$ cat src/rtl/trng_health_mon_pkg.sv
// Shared constants for the TRNG health monitor: state encoding and default test limits.
// The defaults are also consumed by firmware header generation.
package trng_health_mon_pkg;

  localparam logic [1:0] ST_STARTUP = 2'd0;
  localparam logic [1:0] ST_RUN     = 2'd1;
  localparam logic [1:0] ST_FAIL    = 2'd2;

  typedef enum logic [1:0] {
    STARTUP = ST_STARTUP,
    RUN     = ST_RUN,
    FAIL    = ST_FAIL
  } state_t;

  localparam int RCT_CUTOFF_DEF   = 32;
  localparam int APT_WINDOW_DEF   = 1024;
  localparam int APT_CUTOFF_DEF   = 640;
  localparam int STARTUP_BITS_DEF = 1024;

endpackage

$ cat src/rtl/trng_apt_window.sv
// Adaptive Proportion Test: window counter, reference bit and match counter.
// fail is combinational on the accepted sample whose updated match count hits the cutoff.
module trng_apt_window
  import trng_health_mon_pkg::*;
#(
  parameter int APT_WINDOW = APT_WINDOW_DEF,
  parameter int APT_CUTOFF = APT_CUTOFF_DEF
) (
  input  logic clk,
  input  logic reset_n,
  input  logic clear,
  input  logic sample_en,
  input  logic sample_bit,
  output logic fail
);

  localparam int WW = $clog2(APT_WINDOW + 1);
  localparam int CW = $clog2(APT_CUTOFF + 1);

  logic [WW-1:0] win_cnt, win_nxt;
  logic [CW-1:0] apt_cnt, apt_nxt;
  logic          apt_ref, ref_nxt;

  always_comb begin
    win_nxt = win_cnt;
    apt_nxt = apt_cnt;
    ref_nxt = apt_ref;
    if (win_cnt == '0) begin
      ref_nxt = sample_bit;
      apt_nxt = CW'(1);
      win_nxt = WW'(1);
    end else begin
      win_nxt = win_cnt + WW'(1);
      if (sample_bit == apt_ref && apt_cnt != CW'(APT_CUTOFF))
        apt_nxt = apt_cnt + CW'(1);
    end
    // a full window wraps to 0 so the next sample re-latches the reference
    if (win_nxt == WW'(APT_WINDOW))
      win_nxt = '0;
  end

  assign fail = sample_en && (apt_nxt == CW'(APT_CUTOFF));

  always_ff @(posedge clk) begin
    if (!reset_n || clear) begin
      win_cnt <= '0;
      apt_cnt <= '0;
      apt_ref <= 1'b0;
    end else if (sample_en) begin
      win_cnt <= win_nxt;
      apt_cnt <= apt_nxt;
      apt_ref <= ref_nxt;
    end
  end

endmodule

$ cat src/rtl/trng_health_mon.sv
// Continuous RCT/APT health monitor gating raw TRNG bits; forwards with 1-cycle latency in RUN.
// Optional macro TRNG_HEALTH_STATS_EN adds saturating failure event counters.
module trng_health_mon
  import trng_health_mon_pkg::*;
#(
  parameter int RCT_CUTOFF   = RCT_CUTOFF_DEF,
  parameter int APT_WINDOW   = APT_WINDOW_DEF,
  parameter int APT_CUTOFF   = APT_CUTOFF_DEF,
  parameter int STARTUP_BITS = STARTUP_BITS_DEF
) (
  input  logic        clk,
  input  logic        reset_n,
  input  logic        sample_valid,
  input  logic        sample_bit,
  input  logic        fail_clear,
  output logic        out_valid,
  output logic        out_bit,
  output logic        healthy,
  output logic        rct_fail,
  output logic        apt_fail
`ifdef TRNG_HEALTH_STATS_EN
  ,
  output logic [15:0] rct_fail_cnt,
  output logic [15:0] apt_fail_cnt
`endif
);

  localparam int RW = $clog2(RCT_CUTOFF + 1);
  localparam int SW = $clog2(STARTUP_BITS + 1);

  state_t        state, state_nxt;
  logic [RW-1:0] rct_cnt, rct_cnt_nxt;
  logic          rct_last, rct_last_nxt;
  logic [SW-1:0] st_cnt, st_cnt_inc;
  logic          accept, rct_hit, apt_hit, fail_now, start_done, fwd;

  // fail_clear wins over a coincident sample; FAIL freezes both tests
  assign accept = sample_valid && !fail_clear && (state != FAIL);

  always_comb begin
    rct_cnt_nxt  = rct_cnt;
    rct_last_nxt = rct_last;
    if (rct_cnt == '0 || sample_bit != rct_last) begin
      rct_cnt_nxt  = RW'(1);
      rct_last_nxt = sample_bit;
    end else if (rct_cnt != RW'(RCT_CUTOFF)) begin
      rct_cnt_nxt = rct_cnt + RW'(1);
    end
  end

  assign rct_hit = accept && (rct_cnt_nxt == RW'(RCT_CUTOFF));

  trng_apt_window #(
    .APT_WINDOW (APT_WINDOW),
    .APT_CUTOFF (APT_CUTOFF)
  ) u_apt (
    .clk        (clk),
    .reset_n    (reset_n),
    .clear      (fail_clear),
    .sample_en  (accept),
    .sample_bit (sample_bit),
    .fail       (apt_hit)
  );

  assign fail_now   = rct_hit || apt_hit;
  assign st_cnt_inc = st_cnt + SW'(1);
  assign start_done = accept && (state == STARTUP) && !fail_now && (st_cnt_inc == SW'(STARTUP_BITS));
  assign fwd        = accept && (state == RUN) && !fail_now;

  always_comb begin
    state_nxt = state;
    if (fail_clear)
      state_nxt = STARTUP;
    else if (fail_now)
      state_nxt = FAIL;
    else if (start_done)
      state_nxt = RUN;
  end

  always_ff @(posedge clk) begin
    if (!reset_n)
      state <= STARTUP;
    else
      state <= state_nxt;
  end

  assign healthy = (state == RUN);

  always_ff @(posedge clk) begin
    if (!reset_n) begin
      out_valid <= 1'b0;
      out_bit   <= 1'b0;
      rct_fail  <= 1'b0;
      apt_fail  <= 1'b0;
      rct_cnt   <= '0;
      rct_last  <= 1'b0;
      st_cnt    <= '0;
    end else begin
      out_valid <= fwd;
      out_bit   <= fwd ? sample_bit : 1'b0;
      if (fail_clear) begin
        rct_fail <= 1'b0;
        apt_fail <= 1'b0;
        rct_cnt  <= '0;
        rct_last <= 1'b0;
        st_cnt   <= '0;
      end else if (accept) begin
        rct_cnt  <= rct_cnt_nxt;
        rct_last <= rct_last_nxt;
        rct_fail <= rct_fail || rct_hit;
        apt_fail <= apt_fail || apt_hit;
        if (state == STARTUP)
          st_cnt <= st_cnt_inc;
      end
    end
  end

`ifdef TRNG_HEALTH_STATS_EN
  // lifetime event counters survive fail_clear; only reset_n zeroes them
  always_ff @(posedge clk) begin
    if (!reset_n) begin
      rct_fail_cnt <= '0;
      apt_fail_cnt <= '0;
    end else begin
      if (rct_hit && rct_fail_cnt != 16'hffff)
        rct_fail_cnt <= rct_fail_cnt + 16'd1;
      if (apt_hit && apt_fail_cnt != 16'hffff)
        apt_fail_cnt <= apt_fail_cnt + 16'd1;
    end
  end
`endif

endmodule

$ cat config.mk
export PLATFORM = sky130hd
export DESIGN_NAME = trng_health_mon
export DESIGN_NICKNAME = d
export VERILOG_FILES = /design/src/rtl/trng_health_mon_pkg.sv /design/src/rtl/trng_apt_window.sv /design/src/rtl/trng_health_mon.sv
export SDC_FILE = /design/constraint.sdc
export NUM_CORES = 1
export LEC_CHECK = 0
export BUFFER_PORTS_ARGS = -buffer_cell sky130_fd_sc_hd__buf_4
export CAP_MARGIN = 20
export CORE_UTILIZATION = 56
export CTS_CLUSTER_SIZE = 40
export DETAILED_ROUTE_END_ITERATION = 8
export GPL_TIMING_DRIVEN = 0
export PLACE_DENSITY = 0.76
export SYNTH_ARGS = -nofsm -noshare
export SYNTH_HDL_FRONTEND = slang
export SYNTH_SLANG_ARGS = --single-unit
$ cat constraint.sdc
create_clock -name clk -period 2.03 [get_ports clk]
set_clock_uncertainty 0.15 [all_clocks]
set_input_delay 0.1015 -clock clk [delete_from_list [all_inputs] [get_ports clk]]
set_output_delay 0.1015 -clock clk [all_outputs]
set_load 0.005 [all_outputs]
==> metrics.md <==
| Metric | Value |
|---|---|
| Status | `finished with violations` |
| Violated checks | `negative setup slack` |
| Slew of the pin with the lowest slew margin | `0.601 ns` |
| DP Worst Slack | `-0.349 ns` |
| Primary FF master, synth | `dfxtp_1` |
| Grt ovf | `0` |
| Worst-path clk slew | `0.09 ns` |
| HP Class | `input pin to register` |
| Vias/cell | `5.94` |
| Source of the worst hold timing path | `fail_clear` |
| Critical Path AT | `2.16 ns` |
| Post-synth top area share | `33.0%` |
| Crit. End Element | `register` |
| Cell accounting for the most synthesized area | `dfxtp_1` |
| CORE AREA | `4750 um2` |
| Largest fanout on the critical path | `5` |
| Routability cong. | `0.908` |
| Most frequent cells in the layout | `nor2_1 (47), dfxtp_1 (37), nand2_1 (33)` |
| Clock buffer count from CTS | `5` |
| Die X | `72.6 um` |
| Chip height | `72.6 um` |
| R2r endpoint | `state[1]$_SDFFE_PP0P_` |
| Most common cell after layout, fill and taps aside | `nor2_1` |
| Post-Syn Instances | `356` |
| Switching part of the total power | `23.8%` |
| Iteration-0 DRC Markers | `199` |
| Slew Limit Fails | `0` |
| Pint | `1.36 mW` |
| CP startpoint kind | `register` |
| Root Driver | `clkbuf_8` |
| Max Fclk | `473 MHz` |
| Pin count of the biggest net entering global routing | `14` |
| Minimum clock period | `2.12 ns` |
| Fin util | `74.1%` |
| R2r startpoint | `u_apt.apt_cnt[1]$_SDFFE_PP0P_` |
| Synth cell types | `52` |
| Tot Pwr | `1.78 mW` |
| Post-DP HPWL | `4.34 mm` |
| Hold path cells | `4` |
| Seq/Total Area, Yosys | `33.0%` |
| Syn nets | `369` |
| Area Growth Syn to Fin | `26.3%` |
| Syn avg cell area | `7.84 um2` |
| TritonCTS Sinks | `46` |
| Clock share of power | `40.2%` |
| Synth warn | `0` |
| Placed inst area | `2940 um2` |
| Port Buffer Count | `8` |
| Top cells by area, synth | `dfxtp_1 (33%), nor2_1 (6.3%), xnor2_1 (5.0%), nand2_1 (4.7%), o21ai_0 (4.5%)` |
| Reg2reg setup slack | `-0.09 ns` |
| Nets@finish | `408` |
| Pleak | `1.28 nW` |
| CP required | `2.08 ns` |
| Fin worst setup slack | `-0.0857 ns` |
| Antenna violations before repair | `0` |
| Max transition margin | `59.9%` |
| Final hold violation count | `0` |
| DRT Pass-1 Iters | `4` |
| All-layer global routing usage | `26.2%` |
| Yosys reg bits | `46` |
| Combinational power share | `9.0%` |
| First-pass GRT wire length | `10.8 mm` |
| RSZ-0062 raised after global routing | `yes` |
| P_sw | `424 uW` |
| Post-Syn Area | `2790 um2` |
| FF-to-FF path depth | `10` |
| Max clock buf depth | `2` |
| DIE AREA | `5270 um2` |
| Final Instance Area | `3520 um2` |
| Final setup fails | `5` |
| Worst hold endpoint | `rct_cnt[0]$_SDFFE_PP0P_` |
| Sequential Power Share | `50.8%` |
| Initial core utilization | `58.7%` |
| # diodes | `0` |
| H-tree depth | `2` |
| Routed len/inst | `15.7 um` |
| EDFF count, synth | `0` |
| TNS Setup | `-0.243 ns` |
| Origin of the worst setup path | `u_apt.apt_cnt[1]$_SDFFE_PP0P_` |
| Maxcap violations | `0` |
| Final period utilization | `104%` |
| CTS tree | `done` |
| Ys async rst share | `0%` |
| Peak supply drop | `331 uV` |
| Routed WL | `7.28 mm` |
| Layout cells sized above 1 | `25.1%` |
| Vias | `2746` |
| Row count | `25` |
| WS Path Type | `register to register` |
| Pwr Density | `506 nW/um2` |
| Worst-Skew Late Latency | `0.30 ns` |
| Antenna-violating nets left | `0` |
| Drt drc | `0` |
| Vias in the first global route | `2390` |
| IO Pins | `10` |
-- power groups by stage --
| stage | combinational (mW) | sequential, mW | clock, mW |
|---|---|---|---|
| 5_1_grt | 0.173 | 0.908 | 0.762 |
| 4_1_cts | 0.131 | 0.910 | 0.724 |
| 2_1_floorplan | 0.0777 | 0.932 | 0 |
| 6_report | 0.160 | 0.907 | 0.717 |
| 3_5_place_dp | 0.112 | 0.933 | 0 |
| 3_3_place_gp | 0.110 | 0.933 | 0 |
-- worst max-delay path, cell delays in order (launching register included) --
cell     delay, ns
dfxtp_4       0.37
inv_2         0.07
ha_4          0.12
nor4b_4       0.23
nand3_2       0.13
buf_4         0.18
nor4b_4       0.13
o21ai_2       0.17
nor4_4        0.05
buf_4         0.17
o31a_1        0.23
-- area by class of cell --
class                   instances  area, um2
flip-flops and latches         46        947
well taps                      67       83.8
fillers                       344       1230
inverters                      10       40.0
clock inverters                 1       30.0
plain buffers                  13       78.8
repair buffers                 33        269
multi-input cells             286       1990
clock buffers                   6       82.6
-- synth_stat cells, types with 3 or more instances --
master,number
o21a_1,3
xor2_1,12
and3_1,7
nor2b_1,5
nand2_1,35
ha_1,8
clkbuf_1,9
a22oi_1,5
nor4b_1,3
nand3_1,19
o31a_1,3
nor2_1,47
buf_6,3
a211oi_1,4
dfxtp_1,46
nand2b_1,3
and4_1,3
or3_1,4
nor3_1,16
o21ai_0,25
a31oi_1,7
and2_1,3
xnor2_1,16
a21oi_1,23
nor4_1,4
inv_1,10
-- cells by family (layout without fill, tap and decap cells) --
group | Yosys count | after routing | synth area share [%]
simple gates | 165 | 165 | 30.8
flops | 46 | 46 | 33.0
fa+ha+maj | 8 | 8 | 3.59
xor+xnor | 29 | 29 | 9.37
mux | 3 | 3 | 1.12
buf+inv | 24 | 63 | 4.12
compound gates | 81 | 81 | 18.0
-- what timing repair did --
| action | in CTS | in global routing |
|---|---|---|
| hold endpoints to repair | 4 | 0 |
| gates resized for setup | 35 | 35 |
| hold buffers | 2 | 0 |
| buffers inserted | 6 | 18 |
| endpoints found under the setup margin | 22 | 23 |
| pin swaps | 9 | 20 |
-- metrics by stage --
step | hold slack [ns] | std cells
2_1_floorplan | 0.0944 | 356
3_3_place_gp | 0.225 | 431
3_5_place_dp | 0.230 | 431
4_1_cts | 0.0304 | 446
5_1_grt | 0.0671 | 462
6_report | 0.0594 | 462
-- layer usage --
layer / vias to the layer above / global-route usage, % / share of wire [%]
met5: - / 0 / 0
met4: 0 / 10.0 / 2.3
met3: 18 / 5.25 / 4.4
met2: 61 / 43.1 / 50
met1: 1317 / 33.9 / 44
li1: 1350 / - / -
-- flip-flops by register name (all words and copies together), names as in the netlist --
name           flops
apt_fail           1
rct_last           1
u_apt.win_cnt     11
out_valid          1
out_bit            1
rct_cnt            6
u_apt.apt_ref      1
st_cnt            11
u_apt.apt_cnt     10
state              2
rct_fail           1
-- worst max path at each step --
stage               depth (start not counted)  slack, ns               endpoint
detailed placement                          8      -0.35   out_valid$_SDFF_PN0_
floorplan                                   8       0.04  state[1]$_SDFFE_PP0P_
CTS                                         8      -0.04  state[1]$_SDFFE_PP0P_
finish                                     10      -0.09  state[1]$_SDFFE_PP0P_
global route                               10      -0.16  state[1]$_SDFFE_PP0P_
global placement                            8      -0.31     out_bit$_SDFF_PN0_
Power figures use the tool's default switching activity.
